==> src/rtl/result_acc_pkg.sv <==
// Shared types and constants for the frame result accumulator.
package result_acc_pkg;

    // Default widths: 9-bit signed samples, frames of up to 16 samples.
    localparam int DATA_W_DEF = 9;
    localparam int CNT_W_DEF  = 4;

    // Extreme sample values for the default sample width.
    localparam logic signed [DATA_W_DEF-1:0] SAMPLE_MAX = {1'b0, {(DATA_W_DEF-1){1'b1}}};
    localparam logic signed [DATA_W_DEF-1:0] SAMPLE_MIN = {1'b1, {(DATA_W_DEF-1){1'b0}}};

    typedef enum logic [1:0] {
        ST_IDLE  = 2'd0,
        ST_ACCUM = 2'd1,
        ST_DONE  = 2'd2
    } state_t;

endpackage : result_acc_pkg

==> src/rtl/acc_datapath.sv <==
// Running sum / min / max / count registers for one frame.
// clr starts a fresh frame, en folds in one accepted sample.
module acc_datapath
    import result_acc_pkg::*;
#(
    parameter int DATA_W = DATA_W_DEF,
    parameter int CNT_W  = CNT_W_DEF
) (
    input  logic                           clk,
    input  logic                           rst,
    input  logic                           clr,
    input  logic                           en,
    input  logic signed [DATA_W-1:0]       in_data,
    output logic signed [DATA_W+CNT_W-1:0] sum,
    output logic signed [DATA_W-1:0]       min_val,
    output logic signed [DATA_W-1:0]       max_val,
    output logic        [CNT_W:0]          count
);

    localparam int SUM_W = DATA_W + CNT_W;

    // Clear values: min starts at the top of the range, max at the bottom,
    // so the first sample always replaces both.
    localparam logic signed [DATA_W-1:0] D_MAX = {1'b0, {(DATA_W-1){1'b1}}};
    localparam logic signed [DATA_W-1:0] D_MIN = {1'b1, {(DATA_W-1){1'b0}}};

    logic signed [SUM_W-1:0]  sum_q, sum_d;
    logic signed [DATA_W-1:0] min_q, min_d;
    logic signed [DATA_W-1:0] max_q, max_d;
    logic        [CNT_W:0]    count_q, count_d;
    logic signed [SUM_W-1:0]  sample_ext;

    assign sample_ext = {{CNT_W{in_data[DATA_W-1]}}, in_data};

    // Next-state: clear takes precedence over accumulate; otherwise hold.
    always_comb begin
        sum_d   = sum_q;
        min_d   = min_q;
        max_d   = max_q;
        count_d = count_q;
        if (clr) begin
            sum_d   = '0;
            min_d   = D_MAX;
            max_d   = D_MIN;
            count_d = '0;
        end else if (en) begin
            sum_d   = sum_q + sample_ext;
            count_d = count_q + (CNT_W+1)'(1);
            if (in_data < min_q) min_d = in_data;
            if (in_data > max_q) max_d = in_data;
        end
    end

    // Registers; reset zeroes everything, including min and max.
    always_ff @(posedge clk) begin
        if (rst) begin
            sum_q   <= '0;
            min_q   <= '0;
            max_q   <= '0;
            count_q <= '0;
        end else begin
            sum_q   <= sum_d;
            min_q   <= min_d;
            max_q   <= max_d;
            count_q <= count_d;
        end
    end

    assign sum     = sum_q;
    assign min_val = min_q;
    assign max_val = max_q;
    assign count   = count_q;

endmodule : acc_datapath

==> src/rtl/result_accumulator.sv <==
// Frame statistics collector: accepts frame_len signed samples, then
// presents sum/min/max/count until the consumer acknowledges.
module result_accumulator
    import result_acc_pkg::*;
#(
    parameter int DATA_W = DATA_W_DEF,
    parameter int CNT_W  = CNT_W_DEF
) (
    input  logic                           clk,
    input  logic                           rst,
    input  logic                           start,
    input  logic        [CNT_W-1:0]        frame_len,
    input  logic                           in_valid,
    output logic                           in_ready,
    input  logic signed [DATA_W-1:0]       in_data,
    output logic                           out_valid,
    input  logic                           out_ready,
    output logic signed [DATA_W+CNT_W-1:0] sum,
    output logic signed [DATA_W-1:0]       min_val,
    output logic signed [DATA_W-1:0]       max_val,
    output logic        [CNT_W:0]          count,
    output logic                           busy
);

    state_t           state_q, state_d;
    logic [CNT_W:0]   len_q, len_d;
    logic             dp_clr;
    logic             xfer;
    logic             last_xfer;

    // A zero length field encodes the maximum frame of 2**CNT_W samples.
    logic [CNT_W:0]   len_decoded;
    assign len_decoded = (frame_len == '0) ? {1'b1, {CNT_W{1'b0}}} : {1'b0, frame_len};

    assign xfer      = in_valid && (state_q == ST_ACCUM);
    assign last_xfer = xfer && ((count + (CNT_W+1)'(1)) == len_q);

    // Next-state and outputs; start only counts in IDLE, so a start that
    // coincides with the DONE handshake is dropped.
    always_comb begin
        state_d   = state_q;
        len_d     = len_q;
        dp_clr    = 1'b0;
        in_ready  = 1'b0;
        out_valid = 1'b0;
        busy      = 1'b1;
        case (state_q)
            ST_IDLE: begin
                busy = 1'b0;
                if (start) begin
                    state_d = ST_ACCUM;
                    len_d   = len_decoded;
                    dp_clr  = 1'b1;
                end
            end
            ST_ACCUM: begin
                in_ready = 1'b1;
                if (last_xfer) state_d = ST_DONE;
            end
            ST_DONE: begin
                out_valid = 1'b1;
                if (out_ready) state_d = ST_IDLE;
            end
            default: begin
                state_d = ST_IDLE;
            end
        endcase
    end

    // State and latched frame length.
    always_ff @(posedge clk) begin
        if (rst) begin
            state_q <= ST_IDLE;
            len_q   <= '0;
        end else begin
            state_q <= state_d;
            len_q   <= len_d;
        end
    end

    acc_datapath #(
        .DATA_W (DATA_W),
        .CNT_W  (CNT_W)
    ) u_datapath (
        .clk     (clk),
        .rst     (rst),
        .clr     (dp_clr),
        .en      (xfer),
        .in_data (in_data),
        .sum     (sum),
        .min_val (min_val),
        .max_val (max_val),
        .count   (count)
    );

endmodule : result_accumulator

==> config.mk <==
export PLATFORM = sky130hd
export DESIGN_NAME = result_accumulator
export DESIGN_NICKNAME = d
export VERILOG_FILES = /design/src/rtl/result_acc_pkg.sv /design/src/rtl/acc_datapath.sv /design/src/rtl/result_accumulator.sv
export SDC_FILE = /design/constraint.sdc
export NUM_CORES = 1
export LEC_CHECK = 0
export CORE_MARGIN = 3
export CORE_UTILIZATION = 50
export CTS_CLUSTER_SIZE = 12
export DETAILED_ROUTE_END_ITERATION = 12
export GPL_ROUTABILITY_DRIVEN = 1
export PLACE_DENSITY = 0.86
export SKIP_CTS_REPAIR_TIMING = 1
export SYNTH_ARGS = -nofsm -noshare
export SYNTH_HDL_FRONTEND = slang
export SYNTH_SLANG_ARGS = --single-unit
==> constraint.sdc <==
create_clock -name clk -period 4.9 [get_ports clk]
set_input_delay 0.98 -clock clk [delete_from_list [all_inputs] [get_ports clk]]
set_output_delay 0.98 -clock clk [all_outputs]
set_load 0.005 [all_outputs]
==> impl_metrics.tcl <==
set metrics [dict create \
    synth.avg_cell_area_um2 8.12 \
    core_region_area_um2 5340 \
    syn-num-nets 402 \
    p_leak_uw 0.00133 \
    clockBufferDepth 2 \
    synth.distinct_cells 50 \
    vias 2766 \
    cts_buffers 5 \
    clk_pin_slew_ns 0.08 \
    yosysSeqAreaShare_pct 30.0 \
    routedWlPerCell_um 15.4 \
    whs_ns 0.469 \
    start_util_pct 53.7 \
    grt_max_degree 24 \
    grt_usage_pct 23.1 \
    maxCapViolations 0 \
    max_freq_mhz 273 \
    slowest_delay_ns 0.81 \
    cts_root_buffer "clkbuf_8" \
    die_y_um 81.7 \
    ioPinCount 57 \
    hold_path_depth 2 \
    grt_first_pass_wirelength_um 12000 \
    final-setup-viol-count 0 \
    preCtsSetupSlack_ns 1.01 \
    start_kind "input pin" \
    worstPathCellList "clkdlybuf4s50_1 -> ha_1 -> or3b_1 -> a2bb2oi_1 -> or3b_2 -> o221a_2" \
    finalWirelength_um 7270 \
    n_antenna_cell 0 \
    yosysMostFrequentCell "dfxtp_1" \
    hp-class "reg -> reg" \
    crit_slowest_cell "clkdlybuf4s50_1" \
    fill_cells 464 \
    rows 26 \
    yosysTopAreaCell "dfxtp_1" \
    async_reset_ff_share_pct 0 \
    irDropWorstVdd_mv 0.157 \
    ant_nets 0 \
    dp_hpwl_um 5360 \
    netlist_instances 353 \
    fin_crit_ns 3.66 \
    clock_sinks 43 \
    tightest_slew_ns 0.846 \
    maxSlewViolCount 0 \
    clk_latency_ns 0.30 \
    fin_crit_sh_pct 74.6 \
    first_iter_violations 204 \
    finalClockSkew_ns 0.00877 \
    cts.htree.levels 2 \
    outcome "finished, final reports clean" \
    reg2reg_slack_ns 2.33 \
    worst_slack_ns 1.24 \
    syn_area_um2 2870 \
    rsz0062_at_grt "no" \
    drive_gt1_share_pct 5.96 \
    synth_ff_type "dfxtp_1" \
    cp.arrival_ns 3.85 \
    yosys_warnings 0 \
    crit_fanout 12 \
    setup-tns-final_ns 0 \
    synth-seq-cells 43 \
    tritoncts "yes" \
    max_slew_margin_pct 43.4 \
    cp.required_ns 5.09 \
    powerDensity_nw_per_um2 247 \
    die_area_um2 6670 \
    crit_type "in -> reg" \
    hold_viol_final 0 \
    grt_pass1_vias 2655 \
    layout.area.seq_um2 861 \
    port_buffers 56 \
    firstDrtPassIters 5 \
    crit_path_end_kind "flop" \
    drc_errors 0 \
    synth_edf_count 0 \
    synthTopCellsByCount "dfxtp_1 (43), a21oi_1 (37), nand2_1 (35)" \
    antenna_found_initial 0 \
    die_w_um 81.7 \
    ff2ff_path_depth 6 \
    synth_top_area_share_pct 30.0 \
    gp_congestion 0.891 \
    via_per_inst 5.85 \
    multi_input_area_um2 1840 \
    nets 452 \
    grt-ovfl-total 0 \
    synth_area_leaders "dfxtp_1 (30%), ha_1 (13%), a21oi_1 (6.5%)" \
    area_growth_syn_to_layout_pct 23.9 \
]
-- where the power goes --
part	internal, uW	switching (uW)
sequential	372	21.8
clock	111	117
combinational	124	132
total	606	271
-- critical path: cells and delay by family --
family | cells | cell delay [ns]
buffers and inverters | 1 | 0.81
and+or+nand+nor | 2 | 0.81
adders and majority gates | 1 | 0.33
AOI/OAI and AO/OA | 2 | 0.90
-- final cells by class --
cell class,count,area share (%)
Clock buffer,6,2.33
Clock inverter,1,0.141
Inverter,27,2.86
Multi-Input combinational cell,268,51.7
Sequential cell,43,24.3
Tap cell,70,2.47
Timing Repair Buffer,58,16.2
-- cells in the final DEF, fill, tap and decap left out, types with 3 or more instances in the layout --
master | synthesis | layout
a211o_1 | 3 | 3
a211oi_1 | 5 | 5
a21o_1 | 6 | 6
a21oi_1 | 37 | 37
and2_1 | 3 | 3
clkbuf_8 | 0 | 6
clkdlybuf4s50_1 | 0 | 56
dfxtp_1 | 43 | 43
ha_1 | 30 | 30
inv_1 | 27 | 27
nand2_1 | 35 | 35
nand2b_1 | 7 | 7
nand3_1 | 19 | 19
nand4_1 | 3 | 3
nor2_1 | 16 | 16
nor2b_1 | 4 | 4
nor3_1 | 4 | 4
o211ai_1 | 4 | 4
o21a_1 | 4 | 4
o21ai_0 | 25 | 25
o221a_2 | 8 | 8
o31ai_1 | 4 | 4
or3_1 | 8 | 8
xnor2_1 | 11 | 11
xor2_1 | 5 | 5
-- routing by layer --
metal  up-vias  global-route usage [%]  wire [um]
li1       1372                       -          -
met1      1277                    29.6       3330
met2       106                    38.7       3340
met3        11                    4.61        483
met4         0                    7.48        116
met5         -                       0          0
-- registers in the layout, summed over array words and instances, names as in the netlist --
| name | cells |
|---|---|
| u_datapath.min_val | 9 |
| state_q | 2 |
| u_datapath.max_val | 9 |
| u_datapath.count | 5 |
| len_q | 5 |
| u_datapath.sum | 13 |
-- worst paths after layout --
check                             start                    end
setup / recovery             in_data[8]  u_datapath.min_val[0]
hold / removal                 len_q[4]               len_q[4]
setup reg to reg  u_datapath.min_val[8]  u_datapath.min_val[0]
hold reg to reg                len_q[4]               len_q[4]
-- metrics by stage --
step / cell area [um2] / power [uW] / cells / util [%]
floorplan: 2870 / 556 / 353 / -
global placement: 3460 / 643 / 466 / 64.9
detailed placement: 3460 / 653 / 466 / 64.9
CTS: 3550 / 877 / 473 / 66.5
global route: 3550 / 926 / 473 / 66.5
finish: 3550 / 877 / 473 / 66.5
-- kinds of logic after synthesis --
group,share of synthesized area (%)
mux,1.09
flops,30.0
xor+xnor,4.89
fa+ha+maj,13.8
compound gates,25.6
simple gates,18.7
buf+inv,5.85
(Power assumes the default switching activity.)
